===== src/rtl/conv_layer_seq.sv =====
// Sequencer that streams one 96x96 map into a 9x9 conv engine
// and packs the engine's 88x88 results into a linear buffer.
module conv_layer_seq (
  input  logic        clk_in,
  input  logic        rst_n,
  input  logic        go,
  output logic        busy,
  output logic        done,
  output logic        err,
  output logic        in_rd,
  output logic [13:0] in_addr,
  input  logic [15:0] in_data,
  output logic        conv_clr,
  output logic        conv_start,
  output logic [15:0] conv_map_in,
  input  logic [15:0] conv_map_out,
  input  logic        conv_save,
  input  logic        conv_ready,
  output logic        out_we,
  output logic [12:0] out_addr,
  output logic [15:0] out_data
);

  localparam logic [13:0] NUM_IN    = 14'd9216;
  localparam logic [12:0] NUM_OUT   = 13'd7744;
  localparam logic [13:0] START_OFS = 14'd868;
  localparam logic [15:0] TIMEOUT   = 16'd2048;

  localparam logic [1:0] S_IDLE  = 2'd0;
  localparam logic [1:0] S_FEED  = 2'd1;
  localparam logic [1:0] S_DRAIN = 2'd2;
  localparam logic [1:0] S_FIN   = 2'd3;

  logic [1:0]  state_q, state_d;
  logic [13:0] feed_cnt_q, feed_cnt_d;
  logic [12:0] out_cnt_q, out_cnt_d;
  logic [15:0] drain_cnt_q, drain_cnt_d;
  logic        rd_q, rd_d;
  logic        start_q, start_d;
  logic        err_q, err_d;
  logic [15:0] map_q, map_d;
  logic        we_q, we_d;
  logic [12:0] oaddr_q, oaddr_d;
  logic [15:0] odata_q, odata_d;

  logic wr, succ, tmo, mis, run;

  always_comb begin
    state_d     = state_q;
    feed_cnt_d  = feed_cnt_q;
    out_cnt_d   = out_cnt_q;
    drain_cnt_d = drain_cnt_q;
    start_d     = start_q;
    err_d       = err_q;
    rd_d        = (state_q == S_FEED);
    map_d       = rd_q ? in_data : 16'd0;

    wr      = conv_save & start_q & (out_cnt_q < NUM_OUT);
    we_d    = wr;
    oaddr_d = out_cnt_q;
    odata_d = conv_map_out;
    if (wr) out_cnt_d = out_cnt_q + 13'd1;

    run  = (state_q == S_FEED) | (state_q == S_DRAIN);
    succ = (out_cnt_q == NUM_OUT);
    tmo  = (state_q == S_DRAIN) & (drain_cnt_q == TIMEOUT);
    mis  = ~conv_ready & start_q & (out_cnt_q < NUM_OUT - 13'd1);

    case (state_q)
      S_IDLE: begin
        if (go) begin
          err_d       = 1'b0;
          feed_cnt_d  = 14'd0;
          out_cnt_d   = 13'd0;
          drain_cnt_d = 16'd0;
          state_d     = S_FEED;
        end
      end
      S_FEED: begin
        feed_cnt_d = feed_cnt_q + 14'd1;
        // set one cycle early so the rise lands START_OFS after pixel 0
        if (feed_cnt_q == START_OFS + 14'd1) start_d = 1'b1;
        if (feed_cnt_q == NUM_IN - 14'd1) begin
          drain_cnt_d = 16'd1;
          state_d     = S_DRAIN;
        end
      end
      S_DRAIN: drain_cnt_d = drain_cnt_q + 16'd1;
      default: state_d = S_IDLE;
    endcase

    if (run) begin
      // success outranks a same-cycle timeout or ready drop
      if (succ) begin
        state_d = S_FIN;
        start_d = 1'b0;
      end else if (tmo | mis) begin
        state_d = S_FIN;
        start_d = 1'b0;
        err_d   = 1'b1;
      end
    end
  end

  always_ff @(posedge clk_in or negedge rst_n) begin
    if (!rst_n) begin
      state_q     <= S_IDLE;
      feed_cnt_q  <= 14'd0;
      out_cnt_q   <= 13'd0;
      drain_cnt_q <= 16'd0;
      rd_q        <= 1'b0;
      start_q     <= 1'b0;
      err_q       <= 1'b0;
      map_q       <= 16'd0;
      we_q        <= 1'b0;
      oaddr_q     <= 13'd0;
      odata_q     <= 16'd0;
    end else begin
      state_q     <= state_d;
      feed_cnt_q  <= feed_cnt_d;
      out_cnt_q   <= out_cnt_d;
      drain_cnt_q <= drain_cnt_d;
      rd_q        <= rd_d;
      start_q     <= start_d;
      err_q       <= err_d;
      map_q       <= map_d;
      we_q        <= we_d;
      oaddr_q     <= oaddr_d;
      odata_q     <= odata_d;
    end
  end

  assign busy        = (state_q == S_FEED) | (state_q == S_DRAIN);
  assign done        = (state_q == S_FIN);
  assign err         = err_q;
  assign in_rd       = (state_q == S_FEED);
  assign in_addr     = in_rd ? feed_cnt_q : 14'd0;
  assign conv_clr    = (state_q == S_IDLE) | (state_q == S_FIN);
  assign conv_start  = start_q;
  assign conv_map_in = map_q;
  assign out_we      = we_q;
  assign out_addr    = oaddr_q;
  assign out_data    = odata_q;

endmodule


===== config.mk =====
export PLATFORM = sky130hd
export DESIGN_NAME = conv_layer_seq
export DESIGN_NICKNAME = d
export VERILOG_FILES = /design/src/rtl/conv_layer_seq.sv
export SDC_FILE = /design/constraint.sdc
export NUM_CORES = 1
export LEC_CHECK = 0
export BUFFER_PORTS_ARGS = -buffer_cell sky130_fd_sc_hd__buf_4
export CAP_MARGIN = 20
export CORE_MARGIN = 5
export CORE_UTILIZATION = 53
export CTS_CLUSTER_SIZE = 12
export DETAILED_ROUTE_END_ITERATION = 10
export PLACE_DENSITY = 0.89
export SYNTH_ARGS = -nofsm -noshare
export SYNTH_HDL_FRONTEND = slang
export SYNTH_SLANG_ARGS = --single-unit

===== constraint.sdc =====
create_clock -name clk_in -period 2.7 [get_ports clk_in]
set_input_delay 0.54 -clock clk_in [delete_from_list [all_inputs] [get_ports clk_in]]
set_output_delay 0.54 -clock clk_in [all_outputs]
set_load 0.05 [all_outputs]

==> impl_summary.txt <==
----------------------------------------------------
[Outcome]
  Outcome ... complete, no violations

[Worst setup path]
  Data arrival time of the worst path ... 1.82 ns
  Maximum fanout encountered on the critical timing path ... 19
  R2r worst-path depth ... 5
  Element type at the critical path end ... output port
  Kind of start point of the critical path ... register
  Type of the worst setup path ... reg2out
  WP data required ... 2.16 ns
  Endpoint of the worst-slack reg-to-reg timing path ... drain_cnt_q[3]
  Worst R2R Start ... feed_cnt_q[11]
  R2R setup slack ... 0.39 ns

[Final layout]
  Antenna Cells ... 0
  Share of cells above drive strength 1 ... 0.280
  Final layout net count ... 524
  Post-Route Utilization ... 0.676
  Area growth, synth to finish ... 26.8%
  Count of placed standard cells in the final layout, fillers left out ... 584
  Design Area, Final ... 5140 um2

[STA]
  Max Clk Rate ... 0.423 GHz
  Worst-Margin Slew ... 0.864 ns
  Final Skew ... 0.0152 ns
  Smallest hold slack ... 0.137 ns
  Number of pins exceeding their max-slew limit in the final report ... 0
  Final number of setup-violating endpoints ... 0
  Number of hold violations in the final report ... 0
  Setup repair after global routing missed its margin ... no
  Total negative setup slack ... 0 ns
  Final Cycle Share ... 0.876
  Fin crit period ... 2.36 ns
  Normalized max-slew margin ... 0.419

[Floorplan]
  Initial standard-cell utilization of the core ... 0.533
  I/O pin count ... 103
  Core outline area ... 7610 um2
  Std cell rows ... 32
  Die Span X ... 97.5 um
  Die footprint ... 9500 um2
  Die Y-Extent ... 97.5 um

[Pwr]
  Net load switching power ... 1440 uW
  Highest ir drop seen on vdd ... 0.404 mV
  Reg power frac ... 0.438
  Net Sw Frac ... 0.388
  Combinational Power Share ... 0.310
  Leakage ... 0.00247 uW
  Power per unit of standard cell area ... 719 nW/um2
  Clock group share of total power ... 0.252
  Cell-internal power ... 2260 uW

[Logic synthesis]
  Yosys warning count ... 0
  Most numerous cell types in the synthesized netlist ... 94 x dfrtp_1, 36 x nor2_1, 30 x and2_1, 22 x nand2_1
  Synthesized instance count ... 371
  Portion of the post-synthesis area used by sequential elements ... 0.580
  Dominant cell type by area after synthesis ... dfrtp_1
  Most numerous cell in the Yosys netlist ... dfrtp_1
  Count of flip-flops with a built-in enable after synthesis ... 0
  Post-synth cell types ... 41
  Prevailing post-synth register cell ... dfrtp_1
  Post-synthesis average cell area ... 10.9 um2
  Count of state elements after synthesis ... 94
  Cells taking the most area after synthesis ... dfrtp_1 58%, and2_1 4.6%, nor2_1 3.3%, ha_1 3.1%, xor2_1 2.4%
  Syn Nets ... 418
  Area share of the largest cell type after synthesis ... 0.580
  Async set-or-reset flop fraction in the synthesized netlist ... 1.00
  Post-synthesis cell area ... 4060 um2

[Detailed routing]
  Drc violations ... 0
  Detailed router's first-iteration violation count ... 202
  Post-DR vias/cell ... 5.53
  DR vias ... 3232
  Number of iterations in the first detailed-routing pass ... 5
  Number of antenna-violating nets in the routed design ... 0
  Routed len/inst ... 15.5 um
  Total Routed Length ... 9070 um

[Clock network]
  Clock-pin slew on the worst setup and hold paths ... 0.10 ns
  Clk root buf ... clkbuf_8
  Max Root-Sink Buffers ... 2
  Clock Sinks ... 94
  H-Tree Depth ... 3
  Post-CTS Hold Fix Bufs ... 0
  Clock latency on the worst-skew pair ... 0.38 ns
  Number of buffers inserted by post-CTS setup repair ... 0
  CTS buffer count ... 9
  TritonCTS clock tree ... yes
  PostCTS Resize Cnt ... 0

[Global route]
  Vias in the first global route ... 3217
  Number of antenna violations at the first check in global routing ... 0
  Maximum number of pins on one net before global-route repair ... 55
  Global-route wire length before repair ... 15400 um
  Leftover overflow at the end of global routing ... 0
  Global routing usage summed across all routing layers ... 0.198

[Place]
  Weighted congestion reported at the end of routability-driven placement ... 0.893
  Final HPWL DP ... 6430 um
  # placed instances ... 568
  Placed standard-cell area ... 4940 um2
  Buffers on Ports ... 102

[Min path]
  Min-delay worst type ... in2async

[Flow run]
  Max Cap Violations ... 0

----------------------------------------------------
## flip-flops by register name (all words and copies together), names as in the netlist
| signal | flops |
|---|---|
| conv_map_in | 16 |
| drain_cnt_q | 16 |
| out_data | 16 |
| feed_cnt_q | 14 |
| oaddr_d | 13 |
| out_addr | 13 |
| state_q | 2 |
| conv_start | 1 |
| err | 1 |
| out_we | 1 |
| rd_q | 1 |
## per-layer routing
| metal | GRT usage | vias to the layer above | share of wire | wire length, um |
|---|---|---|---|---|
| li1 | - | 1509 | - | - |
| met1 | 0.241 | 1572 | 0.40 | 3590 |
| met2 | 0.344 | 135 | 0.52 | 4700 |
| met3 | 0.0445 | 16 | 0.068 | 616 |
| met4 | 0.0735 | 0 | 0.018 | 159 |
| met5 | 0 | - | 0 | 0 |
## cell families (layout without fill, tap and decap cells)
family / count (synthesis) / in the layout / share of synthesized area
xor gates and xnor gates: 17 / 17 / 0.0367
and+or+nand+nor: 162 / 162 / 0.217
adders and majority gates: 10 / 10 / 0.0308
buffers and inverters: 23 / 134 / 0.0250
muxes: 2 / 2 / 0.00494
DFF: 94 / 94 / 0.580
AOI/OAI and AO/OA: 63 / 63 / 0.105
## through the flow
| step | setup WS (ns) | total power [uW] |
|---|---|---|
| CTS | 0.345 | 3710 |
| floorplan | 0.112 | 2410 |
| global placement | 0.474 | 2770 |
| global route | 0.187 | 3880 |
| finish | 0.336 | 3700 |
| detailed placement | 0.388 | 2800 |
## final cells by class
type / count / area (um2)
Sequential cell: 94 / 2350
Clock inverter: 6 / 65.1
Multi-Input combinational cell: 254 / 1600
Timing Repair Buffer: 107 / 816
Inverter: 11 / 41.3
Tap cell: 102 / 128
Clock buffer: 10 / 138
Fill cell: 564 / 2460
## cells in the final DEF (no fill, tap or decap), types with 4 or more instances in the layout
| cell type | netlist | final |
|---|---|---|
| xnor2_1 | 6 | 6 |
| clkbuf_8 | 0 | 10 |
| and2_1 | 30 | 30 |
| nor4b_1 | 6 | 6 |
| o21ai_0 | 9 | 9 |
| nor2_1 | 36 | 36 |
| buf_4 | 0 | 106 |
| a31oi_1 | 6 | 6 |
| xor2_1 | 11 | 11 |
| nand2b_1 | 4 | 4 |
| nand4_1 | 10 | 10 |
| a21oi_1 | 9 | 9 |
| ha_1 | 10 | 10 |
| o31ai_2 | 7 | 7 |
| dfrtp_1 | 94 | 94 |
| or3_1 | 6 | 6 |
| o21ai_1 | 18 | 18 |
| nand3_1 | 18 | 18 |
| nor3_1 | 7 | 7 |
| inv_1 | 11 | 11 |
| and3_1 | 9 | 9 |
| o31ai_1 | 7 | 7 |
| nand2_1 | 22 | 22 |
## power by group through the flow
stage          sequential (uW)  clock (uW)  combinational [uW]
5_1_grt                   1640        1010                1220
6_report                  1620         933                1140
4_1_cts                   1620         943                1150
3_5_place_dp              1650           0                1150
3_3_place_gp              1640           0                1130
2_1_floorplan             1900           0                 511
## worst max path at each step
stage / from / to / slack, ns / cells after the start
finish: state_q[1] / in_addr[2] / 0.34 / 6
global route: state_q[1] / in_addr[2] / 0.19 / 6
CTS: state_q[1] / in_addr[2] / 0.34 / 6
detailed placement: feed_cnt_q[11] / drain_cnt_q[3] / 0.39 / 5
global placement: feed_cnt_q[11] / drain_cnt_q[5] / 0.47 / 5
floorplan: state_q[1] / in_addr[1] / 0.11 / 5
## critical path, stage by stage, from the launching register on
cell	delay (ns)
dfrtp_1	0.45
inv_1	0.10
ha_1	0.18
buf_4	0.24
inv_1	0.15
nor2_1	0.12
buf_4	0.20
Power figures use the tool's default switching activity.
